File: src/rtl/iagc_pkg.sv
// IAGC system status codes shared by the waveform generator and the amplitude detector.
package iagc_pkg;

  localparam logic [3:0] IAGC_RESET = 4'b0000;
  localparam logic [3:0] IAGC_INIT  = 4'b0001;

endpackage

File: src/rtl/waveform_generator_pkg.sv
// State encoding for the triangular waveform generator FSM.
package waveform_generator_pkg;

  typedef logic [1:0] wg_state_t;

  localparam logic [1:0] ST_IDLE = 2'd0;
  localparam logic [1:0] ST_RISE = 2'd1;
  localparam logic [1:0] ST_FALL = 2'd2;

endpackage

File: src/rtl/waveform_generator_if.sv
// Control/status bundle of the waveform generator; the generator sits on the slave side.
interface waveform_generator_if #(
  parameter int IAGC_STATUS_SIZE  = 4,
  parameter int SAMPLER_DATA_SIZE = 16,
  parameter int DIVIDER_SIZE      = 16
);
  // No valid/ready here: o_sample is a one-clock strobe that qualifies o_reference
  // and o_peak in the same cycle; the consumer must take them then or lose them.
  logic [IAGC_STATUS_SIZE-1:0]  i_iagc_status;
  logic [SAMPLER_DATA_SIZE-1:0] i_amplitude;
  logic [SAMPLER_DATA_SIZE-1:0] i_step;
  logic [DIVIDER_SIZE-1:0]      i_sample_divider;
  logic                         o_sample;
  logic [SAMPLER_DATA_SIZE-1:0] o_reference;
  logic                         o_peak;
  logic                         o_busy;
  logic [1:0]                   o_state;

  modport master (
    output i_iagc_status, i_amplitude, i_step, i_sample_divider,
    input  o_sample, o_reference, o_peak, o_busy, o_state
  );

  modport slave (
    input  i_iagc_status, i_amplitude, i_step, i_sample_divider,
    output o_sample, o_reference, o_peak, o_busy, o_state
  );
endinterface

File: src/rtl/waveform_generator_divider.sv
// Sample-rate divider: free-running counter that strobes and wraps when it reaches the divider value.
module sample_strobe_divider #(
  parameter int DIVIDER_SIZE = 16
) (
  input  logic                    clk_i,
  input  logic                    rst_i,
  input  logic                    clear_i,
  input  logic [DIVIDER_SIZE-1:0] divider_i,
  output logic                    strobe_o
);

  logic [DIVIDER_SIZE-1:0] count_q, count_d;

  // >= so that lowering the divider below the running count wraps at the next compare
  // instead of running through the whole counter range.
  assign strobe_o = !clear_i && (count_q >= divider_i);

  always_comb begin
    count_d = count_q + DIVIDER_SIZE'(1);
    if (clear_i || strobe_o) begin
      count_d = '0;
    end
  end

  always_ff @(posedge clk_i) begin
    if (rst_i) begin
      count_q <= '0;
    end else begin
      count_q <= count_d;
    end
  end

endmodule

File: src/rtl/waveform_generator.sv
// Triangular reference generator: ramps up to a latched amplitude and back to zero, one step per sample strobe.
module waveform_generator
  import iagc_pkg::*;
  import waveform_generator_pkg::*;
#(
  parameter int IAGC_STATUS_SIZE  = 4,
  parameter int SAMPLER_DATA_SIZE = 16,
  parameter int DIVIDER_SIZE      = 16
) (
  input  logic                 i_clock,
  input  logic                 i_reset,
  waveform_generator_if.slave  bus
);

  localparam int W = SAMPLER_DATA_SIZE;

  wg_state_t    state_q, state_d;
  logic [W-1:0] ref_q, ref_d;
  logic [W-1:0] amp_q, amp_d;
  logic         sample_q, sample_d;
  logic         peak_q, peak_d;

  logic         status_reset;
  logic         sample_evt;
  logic [W-1:0] step_eff;
  logic [W:0]   rise_sum;
  logic [W-1:0] rise_val;
  logic [W-1:0] fall_val;

  assign status_reset = (bus.i_iagc_status == IAGC_STATUS_SIZE'(IAGC_RESET));

  sample_strobe_divider #(
    .DIVIDER_SIZE (DIVIDER_SIZE)
  ) u_divider (
    .clk_i     (i_clock),
    .rst_i     (i_reset),
    .clear_i   ((state_q == ST_IDLE) || status_reset),
    .divider_i (bus.i_sample_divider),
    .strobe_o  (sample_evt)
  );

  // A zero step would stall the ramp forever, so it behaves as a step of one.
  assign step_eff = (bus.i_step == '0) ? W'(1) : bus.i_step;
  assign rise_sum = {1'b0, ref_q} + {1'b0, step_eff};
  assign rise_val = (rise_sum >= {1'b0, amp_q}) ? amp_q : rise_sum[W-1:0];
  assign fall_val = (ref_q > step_eff) ? (ref_q - step_eff) : '0;

  always_comb begin
    state_d  = state_q;
    ref_d    = ref_q;
    amp_d    = amp_q;
    sample_d = 1'b0;
    peak_d   = 1'b0;
    if (status_reset) begin
      state_d = ST_IDLE;
      ref_d   = '0;
    end else begin
      case (state_q)
        ST_IDLE: begin
          state_d = ST_RISE;
          amp_d   = bus.i_amplitude;
          ref_d   = '0;
        end
        ST_RISE: begin
          if (sample_evt) begin
            sample_d = 1'b1;
            ref_d    = rise_val;
            // A zero amplitude keeps the ramp parked at 0 without ever peaking.
            if ((amp_q != '0) && (rise_val == amp_q)) begin
              peak_d  = 1'b1;
              state_d = ST_FALL;
            end
          end
        end
        ST_FALL: begin
          if (sample_evt) begin
            sample_d = 1'b1;
            ref_d    = fall_val;
            if (fall_val == '0) begin
              state_d = ST_RISE;
              amp_d   = bus.i_amplitude;
            end
          end
        end
        default: begin
          state_d = ST_IDLE;
          ref_d   = '0;
        end
      endcase
    end
  end

  always_ff @(posedge i_clock) begin
    if (i_reset) begin
      state_q  <= ST_IDLE;
      ref_q    <= '0;
      amp_q    <= '0;
      sample_q <= 1'b0;
      peak_q   <= 1'b0;
    end else begin
      state_q  <= state_d;
      ref_q    <= ref_d;
      amp_q    <= amp_d;
      sample_q <= sample_d;
      peak_q   <= peak_d;
    end
  end

  assign bus.o_sample    = sample_q;
  assign bus.o_reference = ref_q;
  assign bus.o_peak      = peak_q;
  assign bus.o_busy      = (state_q != ST_IDLE);
  assign bus.o_state     = state_q;

endmodule

File: src/flat_wrapper.sv
// flat-port wrapper written by rule: the top's interface ports become plain ports
module waveform_generator_flat import iagc_pkg::*; import waveform_generator_pkg::*;
#(
  parameter int IAGC_STATUS_SIZE  = 4,
  parameter int SAMPLER_DATA_SIZE = 16,
  parameter int DIVIDER_SIZE      = 16
)
  (i_clock, i_reset, bus_i_iagc_status, bus_i_amplitude, bus_i_step, bus_i_sample_divider, bus_o_sample, bus_o_reference, bus_o_peak, bus_o_busy, bus_o_state);
  waveform_generator_if #(.IAGC_STATUS_SIZE(IAGC_STATUS_SIZE), .SAMPLER_DATA_SIZE(SAMPLER_DATA_SIZE), .DIVIDER_SIZE(DIVIDER_SIZE)) bus_i ();
  input  logic i_clock;
  input  logic i_reset;
  input wire logic [$bits(bus_i.i_iagc_status)-1:0] bus_i_iagc_status;
  input wire logic [$bits(bus_i.i_amplitude)-1:0] bus_i_amplitude;
  input wire logic [$bits(bus_i.i_step)-1:0] bus_i_step;
  input wire logic [$bits(bus_i.i_sample_divider)-1:0] bus_i_sample_divider;
  output wire logic [$bits(bus_i.o_sample)-1:0] bus_o_sample;
  output wire logic [$bits(bus_i.o_reference)-1:0] bus_o_reference;
  output wire logic [$bits(bus_i.o_peak)-1:0] bus_o_peak;
  output wire logic [$bits(bus_i.o_busy)-1:0] bus_o_busy;
  output wire logic [$bits(bus_i.o_state)-1:0] bus_o_state;
  assign bus_i.i_iagc_status = bus_i_iagc_status;
  assign bus_i.i_amplitude = bus_i_amplitude;
  assign bus_i.i_step = bus_i_step;
  assign bus_i.i_sample_divider = bus_i_sample_divider;
  assign bus_o_sample = bus_i.o_sample;
  assign bus_o_reference = bus_i.o_reference;
  assign bus_o_peak = bus_i.o_peak;
  assign bus_o_busy = bus_i.o_busy;
  assign bus_o_state = bus_i.o_state;
  waveform_generator #(.IAGC_STATUS_SIZE(IAGC_STATUS_SIZE), .SAMPLER_DATA_SIZE(SAMPLER_DATA_SIZE), .DIVIDER_SIZE(DIVIDER_SIZE)) u_core (.i_clock(i_clock), .i_reset(i_reset), .bus(bus_i));
endmodule
File: config.mk
export PLATFORM = sky130hd
export DESIGN_NAME = waveform_generator_flat
export DESIGN_NICKNAME = d
export VERILOG_FILES = /design/src/rtl/iagc_pkg.sv /design/src/rtl/waveform_generator_pkg.sv /design/src/rtl/waveform_generator_if.sv /design/src/rtl/waveform_generator_divider.sv /design/src/rtl/waveform_generator.sv /design/src/flat_wrapper.sv
export SDC_FILE = /design/constraint.sdc
export NUM_CORES = 1
export LEC_CHECK = 0
export CAP_MARGIN = 20
export CORE_MARGIN = 4
export CORE_UTILIZATION = 49
export CTS_CLUSTER_SIZE = 14
export DETAILED_ROUTE_END_ITERATION = 10
export PLACE_DENSITY = 0.7
export SLEW_MARGIN = 10
export SYNTH_ARGS = -nofsm -noshare
export SYNTH_HDL_FRONTEND = slang
export SYNTH_SLANG_ARGS = --single-unit
export TNS_END_PERCENT = 10
File: constraint.sdc
create_clock -name i_clock -period 5.1 [get_ports i_clock]
set_input_delay 0.765 -clock i_clock [delete_from_list [all_inputs] [get_ports i_clock]]
set_output_delay 0.765 -clock i_clock [all_outputs]
set_load 0.03 [all_outputs]
==> results.rst, run 1 <==
.. list-table::
   :header-rows: 1

   * - Metric
     - Value
   * - Run status
     - finished, final reports clean
   * - Syn-to-layout area delta
     - 28.14%
   * - Leading post-synthesis cells by cell area
     - dfxtp_1 18%, ha_1 15%, nor2_1 4.9%
   * - Share of the synthesized area in the top cell type
     - ~18%
   * - DR vias
     - around 6200
   * - Netlist Area Pre-Place
     - ~5800 um^2
   * - Count of nets left with antenna violations after detail routing
     - 0
   * - Shortest clock period the worst path allows after layout
     - 4997 ps
   * - Post-synth EDFFs
     - 0
   * - Launch point of the critical path
     - bus_i_step[4]
   * - Commonest non-fill, non-tap cell in the layout
     - buf_4
   * - Distinct cell type count after synthesis
     - 76
   * - Die height
     - 117.2 um
   * - Commonest non-fill, non-tap cells in the layout
     - 76 x buf_4, 73 x nor2_1, 69 x inv_1
   * - N_diodes
     - 0
   * - Launch instance of the worst register-to-register path
     - u_core.bus.o_reference[9]
   * - Per-instance average area after synthesis
     - 7.712 um^2
   * - Worst EP required
     - roughly 5300 ps
   * - Synth Flop Type
     - dfxtp_1
   * - Pwr per Cell Area
     - 295.0 nW/um^2
   * - Series of cell instances along the critical path
     - clkdlybuf4s50_1 -> nor3_2 -> a41o_1 -> ha_2 -> inv_2 -> fa_2 -> o21ba_4 -> nor4_4 -> o311a_4 -> buf_4 -> o311ai_2 -> o211ai_2 -> ha_1 -> and2_4 -> nand3_1 -> nor2_1 -> o21ai_1 -> o211ai_1 -> buf_4 -> nand2_1 -> and3_4 -> or3_4 -> o41ai_2
   * - Static power due to leakage
     - 3.379 nW
   * - Sinks on Clock Net
     - 52
   * - Sequential cell area
     - about 1000 um^2
   * - HPWL after detailed placement
     - about 15000 um
   * - Warnings from Yosys
     - 0
   * - Global-route congestion overflow total
     - 0
   * - Int Power
     - between 1 and 1.5 mW
   * - H-tree levels
     - 2
   * - Residual DRC
     - 0
   * - Clock buffer count from CTS
     - 5
   * - Footprint of the multi-input gates
     - 4438 um^2
   * - Total Wirelength
     - approximately 19000 um
   * - Part of the Yosys area used for sequential elements
     - between 15 and 20%
   * - Post-route worst hold slack
     - roughly 480 ps
   * - Least-Margin Pin Slew
     - 781.6 ps
   * - Arrival time at the worst endpoint
     - about 5200 ps
   * - Clock Tree Root
     - clkbuf_16
   * - Number of detailed-route iterations in the first pass
     - 5
   * - Fin crit share
     - a little over nine tenths
   * - Part of the total power dissipated in combinational logic
     - a little under three fifths
   * - Share of total power consumed by net switching
     - 41.98%
   * - Number of top-level pins
     - 75
   * - Leading area contributor after synthesis
     - dfxtp_1
   * - Hold Startpoint
     - u_core.u_divider.count_q[0]
   * - Area of the core
     - 11520 um^2
   * - Number of cells produced by synthesis
     - between 700 and 800
   * - Post-synth net total
     - 883
   * - Initial antenna violation count
     - 0
   * - Number of global-route vias before repair
     - 5734
   * - Rel. slew slack
     - a little under half
   * - Worst slack, placed
     - -658.0 ps
   * - Pins over their slew limit
     - 0
   * - FMAX
     - ~200 MHz
   * - Final weighted congestion in routability-driven placement
     - 0.9890
   * - Peak supply drop
     - 0.0002298 V
   * - Slowest stage cell, crit path
     - clkdlybuf4s50_1
   * - Clock latency of the later-clocked register in the worst-skew pair
     - 300 ps
   * - Count of fill cells added during filler insertion
     - ~1000
   * - Final hold violations
     - 0
   * - Fraction of registers with async set/reset
     - 0%
   * - Number of setup violations in the final report
     - 0
   * - Cts-stage hold buffer count
     - 0
   * - Via-per-instance ratio
     - just over 6
   * - Wire length of the first global-routing pass
     - between 20000 and 30000 um
   * - Largest net degree at the start of global routing
     - 29
   * - Die width
     - around 120 um
   * - Core Rows
     - 39
   * - Critical Path Most Common Cell
     - buf_4
   * - Critical path's largest stage delay
     - roughly 500 ps
   * - Kind of path behind the tightest hold check
     - flop to flop
   * - Fraction of final layout cells with drive strength greater than 1
     - 14.98%
   * - Effective utilization at floorplan
     - between 50% and 60%
   * - Setup WS post-layout
     - between 100 and 150 ps
   * - Switch Pwr
     - ~0.93 mW
   * - Max-Cap Viols
     - 0
   * - Proportion of power drawn by flip-flops and latches
     - between 20% and 30%
   * - Post-synthesis register bit count
     - 52
   * - Maximum fanout count along the critical path
     - 5
   * - Final Skew
     - around 11 ps
   * - Clock tree from TritonCTS
     - yes
   * - Routed WL per cell
     - ~19 um
   * - Violation count after the first detailed-route iteration
     - approximately 650
   * - Critical Path End Type
     - flop
   * - Critical path startpoint category
     - primary input
   * - Clk network pwr share
     - approximately a fifth
   * - All-Layer GR Usage
     - approximately a quarter
   * - Critical Setup Path Class
     - primary input to flop
   * - Net count of the finished layout
     - a little under 1000
   * - Die area
     - between 10000 and 15000 um^2
   * - Reg clk slew, reported paths
     - around 80 ps
   * - Number of input and output port buffers inserted
     - 74
   * - Max clock buf depth
     - 2
==> worst paths after layout <==
kind         cells after the start                          end  slack (ps)
max                             23        u_core.bus.o_state[0]         100
min                              1  u_core.u_divider.count_q[0]         480
max reg2reg                     18        u_core.bus.o_state[0]         760
min reg2reg                      1  u_core.u_divider.count_q[0]         480
==> flip-flops by register name (all words and copies together) (netlist names) <==
| register | flops |
|---|---|
| u_core.bus.o_sample | 1 |
| u_core.bus.o_peak | 1 |
| u_core.amp_q | 16 |
| u_core.bus.o_state | 2 |
| u_core.u_divider.count_q | 16 |
| u_core.bus.o_reference | 16 |
==> cell families after synthesis <==
logic type	Yosys count	share of synthesized area (%)
XOR/XNOR	42	6.772
buffers and inverters	122	8.723
AO/OA/AOI/OAI	203	25.03
flip-flops	52	17.83
adder cells (fa/ha/maj)	72	15.69
multiplexers	21	3.600
AND/OR/NAND/NOR	245	22.35
==> metal layers <==
metal	share of wire (%)	routed length, um	track usage, %
met5	0	0	0
met1	45	8472	35.71
met3	5.8	1089	3.342
met4	2.8	523	8.333
met2	47	8783	43.67
==> Yosys cell counts, drive strengths merged, types with 3 or more instances <==
cell type,number
a22oi,11
or3,11
nor4b,3
a21o,21
or4,6
a2111oi,7
nor3b,5
nand4,6
o211ai,16
a221oi,6
o311ai,8
nor3,13
buf,12
ha,70
a211o,8
inv,73
xor2,16
or2,5
and3,10
a21oi,28
nand3,20
o21a,6
xnor2,24
and4,10
o31ai,3
a31oi,6
o2111ai,4
nand3b,3
o21ai,42
nand2,32
and2,8
o41ai,3
o211a,3
a211oi,7
nor4,13
clkbuf,37
dfxtp,52
nor2,76
nand2b,11
mux2i,21
nor2b,8
==> area by class of cell <==
| type | instances | share of cell area, % |
|---|---|---|
| Clock buffer | 6 | 1.856 |
| Clock inverter | 2 | 0.5185 |
| Inverter | 73 | 3.663 |
| Multi-Input combinational cell | 583 | 59.32 |
| Sequential cell | 52 | 13.92 |
| Tap cell | 143 | 2.392 |
| Timing Repair Buffer | 152 | 18.33 |
==> power by group through the flow <==
| stage | clock (mW) | combinational, mW | sequential, mW |
|---|---|---|---|
| 2_1_floorplan | 0 | 0.763 | 0.533 |
| 3_3_place_gp | 0 | 1.11 | 0.533 |
| 3_5_place_dp | 0 | 1.14 | 0.536 |
| 4_1_cts | 0.415 | 1.16 | 0.527 |
| 5_1_grt | 0.433 | 1.36 | 0.536 |
| 6_report | 0.415 | 1.26 | 0.529 |
==> worst max-delay path, delay by kind of cell <==
kind,cells,cell delay [ps]
buf+inv,4,890
fa+ha+maj,3,700
simple gates,8,1030
compound gates,8,1810
==> repair_timing <==
item | in CTS | in global routing
gates cloned | 0 | 2
gates resized for setup | 8 | 51
setup endpoints to repair | 19 | 19
setup buffers | 2 | 4
pin swaps | 5 | 20
==> through the flow <==
step	power [mW]	std cells	TNS [ps]	utilization (%)	instance area, um^2
after CTS	2.100	1006	0	63.42	7303
final	2.207	1011	0	64.96	7481
after detailed placement	1.677	996	-9817	61.48	7081
after global routing	2.329	1011	-20.41	64.96	7481
after floorplan	1.296	757	0	-	5838
after global placement	1.639	996	-4086	61.48	7081
(Power assumes the default switching activity.)
==> run 2: changes to the inputs <==
CORE_ASPECT_RATIO = 0.5   (was not set)
==> run 2 against run 1 <==
Net effect:
- via count fell by 1.2%
- clock power down 4%
- clock skew decreased by 3.8 ps
- largest power group unchanged
- largest cell class unchanged
- register-to-register slack barely moved
- highest routed layer unchanged
==> results.rst, run 2 (synthesis results as in run 1) <==
.. list-table::
   :header-rows: 1

   * - Metric
     - Value
   * - Arrival time at the worst endpoint
     - 5240 ps (was 5200 ps)
   * - Reg2reg end
     - u_core.bus.o_state[0] (unchanged)
   * - Total Wirelength
     - 18940 um (was 18870 um)
   * - Count of fill cells added during filler insertion
     - 981 (was 1004)
   * - Violation count after the first detailed-route iteration
     - 522 (was 651)
   * - All-Layer GR Usage
     - 25.80% (was 26.38%)
   * - Cts-stage hold buffer count
     - 0 (unchanged)
   * - Die width
     - 162.4 um (was 117.2 um)
   * - Commonest non-fill, non-tap cell in the layout
     - buf_4 (unchanged)
   * - Reg clk slew, reported paths
     - 70 ps (was 80 ps)
   * - Sinks on Clock Net
     - 52 (unchanged)
   * - Hold Startpoint
     - u_core.u_divider.count_q[0] (unchanged)
   * - Syn-to-layout area delta
     - 29.77% (was 28.14%)
   * - Setup slack of the worst register-to-register path
     - 760 ps (about the same)
   * - Clock Tree Root
     - clkbuf_16 (unchanged)
   * - Max-Cap Viols
     - 0 (unchanged)
   * - Worst R2R Path Depth
     - 18 (unchanged)
   * - Worst slack, placed
     - -459.0 ps (was -658.0 ps)
   * - Final hold violations
     - 0 (unchanged)
   * - Fin crit share
     - 98.85% (was 97.98%)
   * - Footprint of the multi-input gates
     - 4462 um^2 (was 4438 um^2)
   * - Clock tree from TritonCTS
     - yes (unchanged)
   * - Count of nets left with antenna violations after detail routing
     - 0 (unchanged)
   * - Via-per-instance ratio
     - 5.947 (was 6.171)
   * - Routed WL per cell
     - 18.26 um (was 18.66 um)
   * - Hold Crit Endpoint
     - u_core.u_divider.count_q[0] (unchanged)
   * - Shortest clock period the worst path allows after layout
     - 5041 ps (was 4997 ps)
   * - Largest net degree at the start of global routing
     - 20 (was 29)
   * - Least-Margin Pin Slew
     - 971.3 ps (was 781.6 ps)
   * - Number of input and output port buffers inserted
     - 74 (unchanged)
   * - Number of global-route vias before repair
     - 5588 (was 5734)
   * - Maximum fanout count along the critical path
     - 4 (was 5)
   * - FMAX
     - 198.4 MHz (was 200.1 MHz)
   * - Rel. slew slack
     - 34.65% (was 47.23%)
   * - Total cell area at the placement stage
     - 7113 um^2 (was 7081 um^2)
   * - Run status
     - finished, final reports clean (unchanged)
   * - Net count of the finished layout
     - 1003 (was 993)
   * - Fraction of final layout cells with drive strength greater than 1
     - 16.06% (was 14.98%)
   * - Die height
     - 85.19 um (was 117.2 um)
   * - Effective utilization at floorplan
     - 51.59% (was 50.70%)
   * - Commonest non-fill, non-tap cells in the layout
     - 86 x buf_4, 75 x nor2_1, 69 x inv_1, 69 x ha_1, 59 x clkdlybuf4s50_1 (was 76 x buf_4, 73 x nor2_1, 69 x inv_1)
   * - DR vias
     - 6167 (was 6239)
   * - Clock buffer count from CTS
     - 5 (unchanged)
   * - Hold depth
     - 1 (unchanged)
   * - Max clock buf depth
     - 2 (unchanged)
   * - Die area
     - 13830 um^2 (was 13730 um^2)
   * - Critical Setup Path Class
     - primary input to flop (unchanged)
   * - Area of the core
     - 11320 um^2 (was 11520 um^2)
   * - Initial antenna violation count
     - 0 (unchanged)
   * - RSZ-0062 raised after global routing
     - true
   * - Final Skew
     - 7.330 ps (was 11.09 ps)
   * - Post-route worst hold slack
     - 476.6 ps (was 482.0 ps)
   * - Pwr per Cell Area
     - 291.1 nW/um^2 (was 295.0 nW/um^2)
   * - Number of top-level pins
     - 75 (unchanged)
   * - N_diodes
     - 0 (unchanged)
   * - Number of detailed-route iterations in the first pass
     - 5 (unchanged)
   * - Peak supply drop
     - 0.0001402 V (was 0.0002298 V)
   * - Pins over their slew limit
     - 0 (unchanged)
   * - Residual DRC
     - 0 (unchanged)
   * - HPWL after detailed placement
     - 14930 um (was 14990 um)
   * - Setup WS post-layout
     - 58.58 ps (was 103.0 ps)
   * - H-tree levels
     - 2 (unchanged)
   * - Critical Path End Type
     - flop (unchanged)
   * - Wire length of the first global-routing pass
     - 28840 um (was 28570 um)
   * - Number of setup violations in the final report
     - 0 (unchanged)
   * - Static power due to leakage
     - 3.426 nW (was 3.379 nW)
   * - Critical path startpoint category
     - primary input (unchanged)
   * - Core Rows
     - 27 (was 39)
   * - Global-route congestion overflow total
     - 0 (unchanged)
   * - Launch instance of the worst register-to-register path
     - u_core.bus.o_reference[4] (was u_core.bus.o_reference[9])
   * - Final weighted congestion in routability-driven placement
     - 1.017 (was 0.9890)
   * - Sequential cell area
     - 1041 um^2 (unchanged)
   * - Clock latency of the later-clocked register in the worst-skew pair
     - 300 ps (about the same)
   * - Worst EP required
     - 5300 ps (was 5310 ps)
   * - Post-route cell area
     - 7576 um^2 (was 7481 um^2)
   * - Kind of path behind the tightest hold check
     - flop to flop (unchanged)
[run 2: cell types whose count changed in the layout (fill, tap and decap cells not counted), sizes merged]
cell | previous run | this run
buf | 78 | 90
inv | 73 | 74
clkdlybuf4s50 | 60 | 59
dlymetal6s2s | 12 | 11
clkdlybuf4s15 | 1 | 0
[run 2: area by class of cell]
cell class | instances | area share, %
Clock inverter | 3 | 0.6111
Timing Repair Buffer | 162 | 18.86
Sequential cell | 52 | 13.74
Tap cell | 159 | 2.626
Clock buffer | 5 | 1.652
Inverter | 73 | 3.617
Multi-Input combinational cell | 583 | 58.89
[run 2: critical path, stage by stage]
cell,delay (ps)
clkdlybuf4s50_1,430
a41o_1,250
ha_2,190
inv_2,60
fa_2,210
o21ba_4,150
nor4_4,40
buf_4,140
o311a_4,350
buf_4,150
buf_4,140
o311ai_4,290
o211ai_2,160
ha_1,300
and2_4,150
nand3_2,70
nor2_1,80
o21ai_1,70
o211ai_1,190
nand2_1,130
and3_4,210
or3_4,390
o41ai_2,330
[run 2: worst max-delay path by stage]
stage	startpoint	endpoint	cells after the start
after global placement	bus_i_step[1]	u_core.bus.o_state[0]	24
final	bus_i_step[0]	u_core.bus.o_state[0]	23
after CTS	bus_i_step[12]	u_core.bus.o_state[0]	23
after detailed placement	bus_i_step[1]	u_core.bus.o_state[0]	24
after floorplan	bus_i_step[14]	u_core.bus.o_reference[0]	21
after global routing	bus_i_step[10]	u_core.bus.o_state[0]	23
[run 2: through the flow]
stage               power [mW]  std cells  utilization [%]  setup TNS [ps]
detailed placement       1.659       1017            62.85           -7411
global route             2.341       1037            66.94          -261.4
floorplan                1.296        757                -               0
global placement         1.642       1017            62.85           -6621
CTS                      2.085       1027            64.78               0
finish                   2.205       1037            66.94               0
[run 2: repair_timing]
item                                    CTS  global route
gates resized for setup                   8            54
setup buffers                             2             9
endpoints found under the setup margin   15            35
gates cloned                              0             1
pin swaps                                 8            25
hold endpoints to repair                  0             0
[run 2: power breakdown]
part,internal [mW],switching [mW],total [mW]
clock,0.235,0.166,0.400
sequential,0.455,0.0724,0.527
combinational,0.592,0.686,1.28
[run 2: per-layer routing]
metal | wire length, um | share of wire, % | up-vias | track usage [%]
met4 | 136 | 0.72 | 0 | 3.223
met2 | 8330 | 44 | 262 | 40.28
met1 | 8722 | 46 | 2901 | 37.26
met5 | 0 | 0 | - | 0
met3 | 1750 | 9.2 | 18 | 5.968
li1 | - | - | 2986 | -
==> run 3: changes to the inputs <==
CTS_CLUSTER_SIZE = not set   (was 14)
==> results of run 3 <==
No change in the layout: final DEF, timing and power equal those of run 2.
